### src/rtl/sd_pkg.sv
// Shared types and constants for the sd_access client side: arbiter FSM states
// and the sector address width every sd_access client agrees on.
package sd_pkg;

  localparam int SECTOR_ADDR_W = 32;

  typedef enum logic [2:0] {
    IDLE,
    GRANT,
    ISSUE,
    WAIT,
    RETRY,
    RESP,
    GAP
  } arb_state_t;

endpackage

### src/rtl/rr_pick.sv
// Combinational round-robin picker: first set request at or after ptr, wrapping
// around, so the requester just served goes to the back of the line.
module rr_pick #(
  parameter int N = 4,
  parameter int W = (N > 1) ? $clog2(N) : 1
) (
  input  logic [N-1:0] req,
  input  logic [W-1:0] ptr,
  output logic         valid,
  output logic [W-1:0] id
);

  // Scan from the far end so the candidate closest to ptr is written last and wins.
  always_comb begin
    int idx;
    idx   = 0;
    valid = 1'b0;
    id    = '0;
    for (int k = N - 1; k >= 0; k--) begin
      idx = int'(ptr) + k;
      if (idx >= N) idx = idx - N;
      if (req[idx[W-1:0]]) begin
        valid = 1'b1;
        id    = W'(idx);
      end
    end
  end

endmodule

### src/rtl/sd_read_arbiter.sv
// Shares one sd_access sector-read engine among NUM_REQ clients: round-robin grant,
// one start pulse per attempt, timeout and retry, one-cycle done/error back to the client.
module sd_read_arbiter
  import sd_pkg::*;
#(
  parameter int NUM_REQ        = 4,
  parameter int TIMEOUT_CYCLES = 1000000,
  parameter int MAX_RETRIES    = 2,
  parameter int GAP_CYCLES     = 4,
  localparam int ID_W = (NUM_REQ > 1) ? $clog2(NUM_REQ) : 1
) (
  input  logic                               clk,
  input  logic                               rst,
  input  logic [NUM_REQ-1:0]                 req_in,
  input  logic [SECTOR_ADDR_W*NUM_REQ-1:0]   addr_in,
  output logic [NUM_REQ-1:0]                 ack_out,
  output logic [NUM_REQ-1:0]                 done_out,
  output logic [NUM_REQ-1:0]                 error_out,
  output logic                               busy_out,
  output logic [ID_W-1:0]                    grant_id_out,
  output logic [SECTOR_ADDR_W-1:0]           sd_addr_out,
  output logic                               sd_read_en_out,
  input  logic                               sd_done_in,
  input  logic                               sd_error_in
);

  localparam int TO_W = $clog2(TIMEOUT_CYCLES + 1);
  localparam int RC_W = (MAX_RETRIES > 0) ? $clog2(MAX_RETRIES + 1) : 1;
  localparam int GP_W = (GAP_CYCLES > 0) ? $clog2(GAP_CYCLES + 1) : 1;

  arb_state_t      state, state_nxt;
  logic [ID_W-1:0] ptr;
  logic [TO_W-1:0] tmo_cnt;
  logic [RC_W-1:0] retry_cnt;
  logic [GP_W-1:0] gap_cnt;
  logic            retry_pend;

  logic            pick_valid;
  logic [ID_W-1:0] pick_id;
  logic            fail;
  logic            retry_left;
  logic            gap_last;

  function automatic logic [NUM_REQ-1:0] onehot(input logic [ID_W-1:0] id);
    logic [NUM_REQ-1:0] v;
    v = '0;
    v[id] = 1'b1;
    return v;
  endfunction

  rr_pick #(
    .N (NUM_REQ),
    .W (ID_W)
  ) u_pick (
    .req   (req_in),
    .ptr   (ptr),
    .valid (pick_valid),
    .id    (pick_id)
  );

  // Error beats done in the same cycle; timeout counts as an error.
  assign fail       = sd_error_in || (tmo_cnt == TO_W'(TIMEOUT_CYCLES - 1));
  assign retry_left = int'(retry_cnt) < MAX_RETRIES;
  assign gap_last   = int'(gap_cnt) >= GAP_CYCLES - 1;

  always_comb begin
    state_nxt = state;
    case (state)
      IDLE:  if (pick_valid) state_nxt = GRANT;
      GRANT: state_nxt = ISSUE;
      ISSUE: state_nxt = WAIT;
      WAIT: begin
        if (fail)            state_nxt = retry_left ? RETRY : RESP;
        else if (sd_done_in) state_nxt = RESP;
      end
      RETRY: state_nxt = GAP;
      RESP:  state_nxt = GAP;
      GAP:   if (gap_last) state_nxt = retry_pend ? ISSUE : IDLE;
      default: state_nxt = IDLE;
    endcase
  end

  always_ff @(posedge clk or posedge rst) begin
    if (rst) begin
      state          <= IDLE;
      ptr            <= '0;
      tmo_cnt        <= '0;
      retry_cnt      <= '0;
      gap_cnt        <= '0;
      retry_pend     <= 1'b0;
      grant_id_out   <= '0;
      sd_addr_out    <= '0;
      ack_out        <= '0;
      done_out       <= '0;
      error_out      <= '0;
      busy_out       <= 1'b0;
      sd_read_en_out <= 1'b0;
    end else begin
      state <= state_nxt;
      case (state)
        IDLE: if (pick_valid) grant_id_out <= pick_id;
        GRANT: begin
          sd_addr_out <= addr_in[int'(grant_id_out)*SECTOR_ADDR_W +: SECTOR_ADDR_W];
          retry_cnt   <= '0;
          retry_pend  <= 1'b0;
          ptr         <= ID_W'((int'(grant_id_out) + 1) % NUM_REQ);
        end
        ISSUE: tmo_cnt <= '0;
        WAIT:  tmo_cnt <= tmo_cnt + TO_W'(1);
        RETRY: begin
          retry_cnt  <= retry_cnt + RC_W'(1);
          retry_pend <= 1'b1;
          gap_cnt    <= '0;
        end
        RESP: gap_cnt <= '0;
        GAP: begin
          gap_cnt <= gap_cnt + GP_W'(1);
          if (gap_last) retry_pend <= 1'b0;
        end
        default: ;
      endcase

      // Outputs are registered so each pulse lines up with the state it belongs to.
      ack_out        <= (state == IDLE && pick_valid) ? onehot(pick_id) : '0;
      done_out       <= (state == WAIT && !fail && sd_done_in) ? onehot(grant_id_out) : '0;
      error_out      <= (state == WAIT && fail && !retry_left) ? onehot(grant_id_out) : '0;
      sd_read_en_out <= (state_nxt == ISSUE);
      busy_out       <= (state_nxt != IDLE);
    end
  end

endmodule

### config.mk
export PLATFORM = sky130hd
export DESIGN_NAME = sd_read_arbiter
export DESIGN_NICKNAME = d
export VERILOG_FILES = /design/src/rtl/sd_pkg.sv /design/src/rtl/rr_pick.sv /design/src/rtl/sd_read_arbiter.sv
export SDC_FILE = /design/constraint.sdc
export NUM_CORES = 1
export LEC_CHECK = 0
export CORE_ASPECT_RATIO = 1.5
export CORE_UTILIZATION = 25
export DETAILED_ROUTE_END_ITERATION = 6
export SLEW_MARGIN = 30
export SYNTH_ARGS = -nofsm -noshare
export SYNTH_HDL_FRONTEND = slang
export SYNTH_SLANG_ARGS = --single-unit
### constraint.sdc
create_clock -name clk -period 5.15 [get_ports clk]
set_input_delay 1.545 -clock clk [delete_from_list [all_inputs] [get_ports clk]]
set_output_delay 1.545 -clock clk [all_outputs]
set_load 0.01 [all_outputs]
==> results.py <==
metrics = {
    "synth": {
        "synth_nets": 500,
        "synthTopCellsByArea": "dfrtp_1, mux4_2, mux2_2, o21ai_0, nand2_1",
        "synth_cell_types": 47,
        "postSynthAreaPerCell_um2": 12.2,
        "yosysTopAreaCellShare": 0.456,
        "syn_inst": 357,
        "ys_seq_area_frac": 0.456,
        "ys_seq_elements": 79,
        "yosysWarnings": 0,
        "synth_top_flop_cell": "dfrtp_1",
        "syn-cell-area_mm2": 0.00434,
        "async_flop_share": 1.00,
        "synth_edf_count": 0,
        "synth_area_leader_cell": "dfrtp_1",
    },
    "setup_path": {
        "crit_path_start_kind": "flop",
        "r2r-end": "sd_addr_out[17]",
        "cpMaxStageDelayCell": "clkdlybuf4s50_1",
        "path_class": "flop to output pin",
        "r2r_start": "state[0]",
        "critPathMaxStageDelay_ns": 0.64,
        "crit_chain": "buf_4, clkdlybuf4s50_1",
        "critPathCaptureType": "output pin",
        "crit_path_end": "grant_id_out[1]",
        "rrSetupSlack_ns": 2.76,
        "ff2ff_path_depth": 3,
        "worstPathRequired_ns": 3.61,
        "critPathLaunch": "grant_id_out[1]",
        "arrival_ns": 1.73,
        "crit_path_max_fanout": 37,
    },
    "timing": {
        "fin_crit_sh": 0.636,
        "finalHoldViolations": 0,
        "slew_headroom": 0.524,
        "fmax_mhz": 305,
        "layout_setup_ws_ns": 1.87,
        "period_needed_ns": 3.28,
        "clock_skew_ns": 0.0146,
        "tightest_slew_ns": 0.712,
        "finalSetupViolCount": 0,
        "grt_setup_unrepaired": "no",
        "tns_ns": 0,
        "slew_violations": 0,
        "fin_hold_ws_ns": 0.502,
    },
    "die": {
        "die_w_um": 110,
        "fp-row-count": 58,
        "dieArea_mm2": 0.0179,
        "die_h_um": 163,
        "start_util": 0.258,
        "design.core.area_mm2": 0.0168,
        "io_pins": 184,
    },
    "clocking": {
        "clockBufferDepth": 2,
        "cts_root_buf": "clkbuf_16",
        "cts.sinks": 79,
        "cts.clk_slew.worst_paths_ns": 0.06,
        "cts-resized-gates": 0,
        "cts_hold_buf": 0,
        "cts_setup_buffers": 0,
        "cts_tree": "yes",
        "htreeDepth": 3,
        "worstSkewPairLatency_ns": 0.33,
        "cts_buffers": 9,
    },
    "grt": {
        "overflow": 0,
        "grt_util_met3": 0.0359,
        "grt_antenna_before_repair": 0,
        "grt_pass1_wl_mm": 20.5,
        "grtUsageTotal": 0.152,
        "grt_pass1_vias": 4026,
        "busiest_layer": "met2",
        "met2_usage": 0.269,
        "grt.met1_usage": 0.166,
        "grt_max_degree": 55,
    },
    "drt": {
        "drtAntennaViolNets": 0,
        "wl_per_cell_um": 16.9,
        "drc_errors": 0,
        "via_count": 3665,
        "vias_per_cell": 4.89,
        "drtIter0Drc": 158,
        "finalWirelength_mm": 12.7,
        "firstDrtPassIters": 4,
    },
    "placed_design": {
        "dp_cells": 733,
        "gp_congestion": 0.794,
        "dpl_worst_slack_ns": 1.71,
        "portBuffers": 183,
        "hpwl_mm": 9.79,
    },
    "pwr": {
        "leakage_nw": 2.62,
        "vdd_drop_max_v": 0.000249,
        "p_per_area_mw_per_mm2": 456,
    },
    "cells_and_area": {
        "drive_gt1_frac": 0.180,
        "diodes": 0,
        "area_growth_pct": 53.6,
        "fin_nets": 677,
        "utilization": 0.396,
        "final_cells": 749,
    },
    "run": {
        "cap_violations": 0,
    },
    "min_path": {
        "hold_class": "flop to flop",
    },
    "run_status": {
        "outcome": "complete, no violations",
    },
}
-- cell families after synthesis --
logic type      count (synthesis)  synth area share
simple gates                   99             0.130
mux                            71             0.266
xor+xnor                        5            0.0101
flops                          79             0.456
compound gates                 65            0.0880
fa+ha+maj                       7            0.0202
buf+inv                        31            0.0297
-- sequential cells by signal, indices dropped and copies added, names as in the netlist --
register,count
sd_addr_out,32
tmo_cnt,20
ack_out,4
done_out,4
error_out,4
gap_cnt,3
state,3
grant_id_out,2
ptr,2
retry_cnt,2
busy_out,1
retry_pend,1
sd_read_en_out,1
-- Yosys cell counts (2+ instances only) --
library cell,instances
a211oi_1,2
a21oi_1,11
a22o_1,4
a31oi_1,3
and2_1,6
and3_1,3
and4_1,6
buf_1,2
buf_2,10
clkbuf_1,9
dfrtp_1,79
ha_1,7
inv_1,10
mux2_2,35
mux2i_1,4
mux4_2,32
nand2_1,30
nand3_1,9
nand3b_1,2
nand4_1,6
nor2_1,11
nor2b_1,5
nor3_1,4
nor4_1,2
o21ai_0,31
o22ai_1,4
o31ai_1,2
or2_2,3
or4_1,4
xnor2_1,2
xor2_1,3
-- layout make-up --
type                    count  area (µm²)
fillers                  1665       10200
multi-input cells         247        2240
repair buffers            187        1860
well taps                 210         263
inverters                  10        40.0
flip-flops and latches     79        1980
clock inverters             2        15.0
clock buffers              14         264
-- worst max-delay path: cells and delay by family, from the launching register on --
| family | cells | cell delay [ns] |
|---|---|---|
| DFF | 1 | 0.32 |
| buffers and inverters | 2 | 1.07 |
-- layout by cell type, fill, tap and decap left out, drive strengths merged, types with 4 or more instances in the layout --
cell,Yosys,layout
dfrtp,79,79
ha,7,7
o22ai,4,4
clkdlybuf4s50,0,183
o21ai,33,33
clkbuf,9,14
nand2,30,30
and4,7,7
mux2i,4,4
a22o,4,4
inv,10,10
mux4,32,32
or4,4,4
a21oi,12,12
and2,6,6
mux2,35,35
nor2b,5,5
nand3,9,9
nor2,12,12
buf,12,4
nand4,6,6
nor3,4,4
-- how the worst min path moves through the flow --
stage / startpoint / to / slack (ns) / cells past startpoint
final: sd_addr_out[9] / sd_addr_out[9] / 0.50 / 1
after global routing: sd_addr_out[31] / sd_addr_out[31] / 0.53 / 1
after CTS: sd_addr_out[9] / sd_addr_out[9] / 0.51 / 1
after detailed placement: sd_addr_out[9] / sd_addr_out[9] / 0.49 / 1
after global placement: sd_addr_out[12] / sd_addr_out[12] / 0.49 / 1
after floorplan: tmo_cnt[15] / tmo_cnt[15] / 0.49 / 1
-- routing by layer --
metal	wire length [µm]	up-vias
met5	0	-
met4	394	0
met3	708	22
met2	6860	136
met1	4690	1809
li1	-	1698
-- per-stage QoR --
stage | area (µm²) | power (W)
finish | 6660 | 0.00304
detailed placement | 6380 | 0.00246
floorplan | 4340 | 0.00183
CTS | 6660 | 0.00308
global placement | 6380 | 0.00243
global route | 6660 | 0.00323
-- report_power, final --
part	switching, W	internal [W]
sequential	0.000182	0.000820
combinational	0.000630	0.000812
clock	0.000240	0.000353
Power figures use the tool's default switching activity.
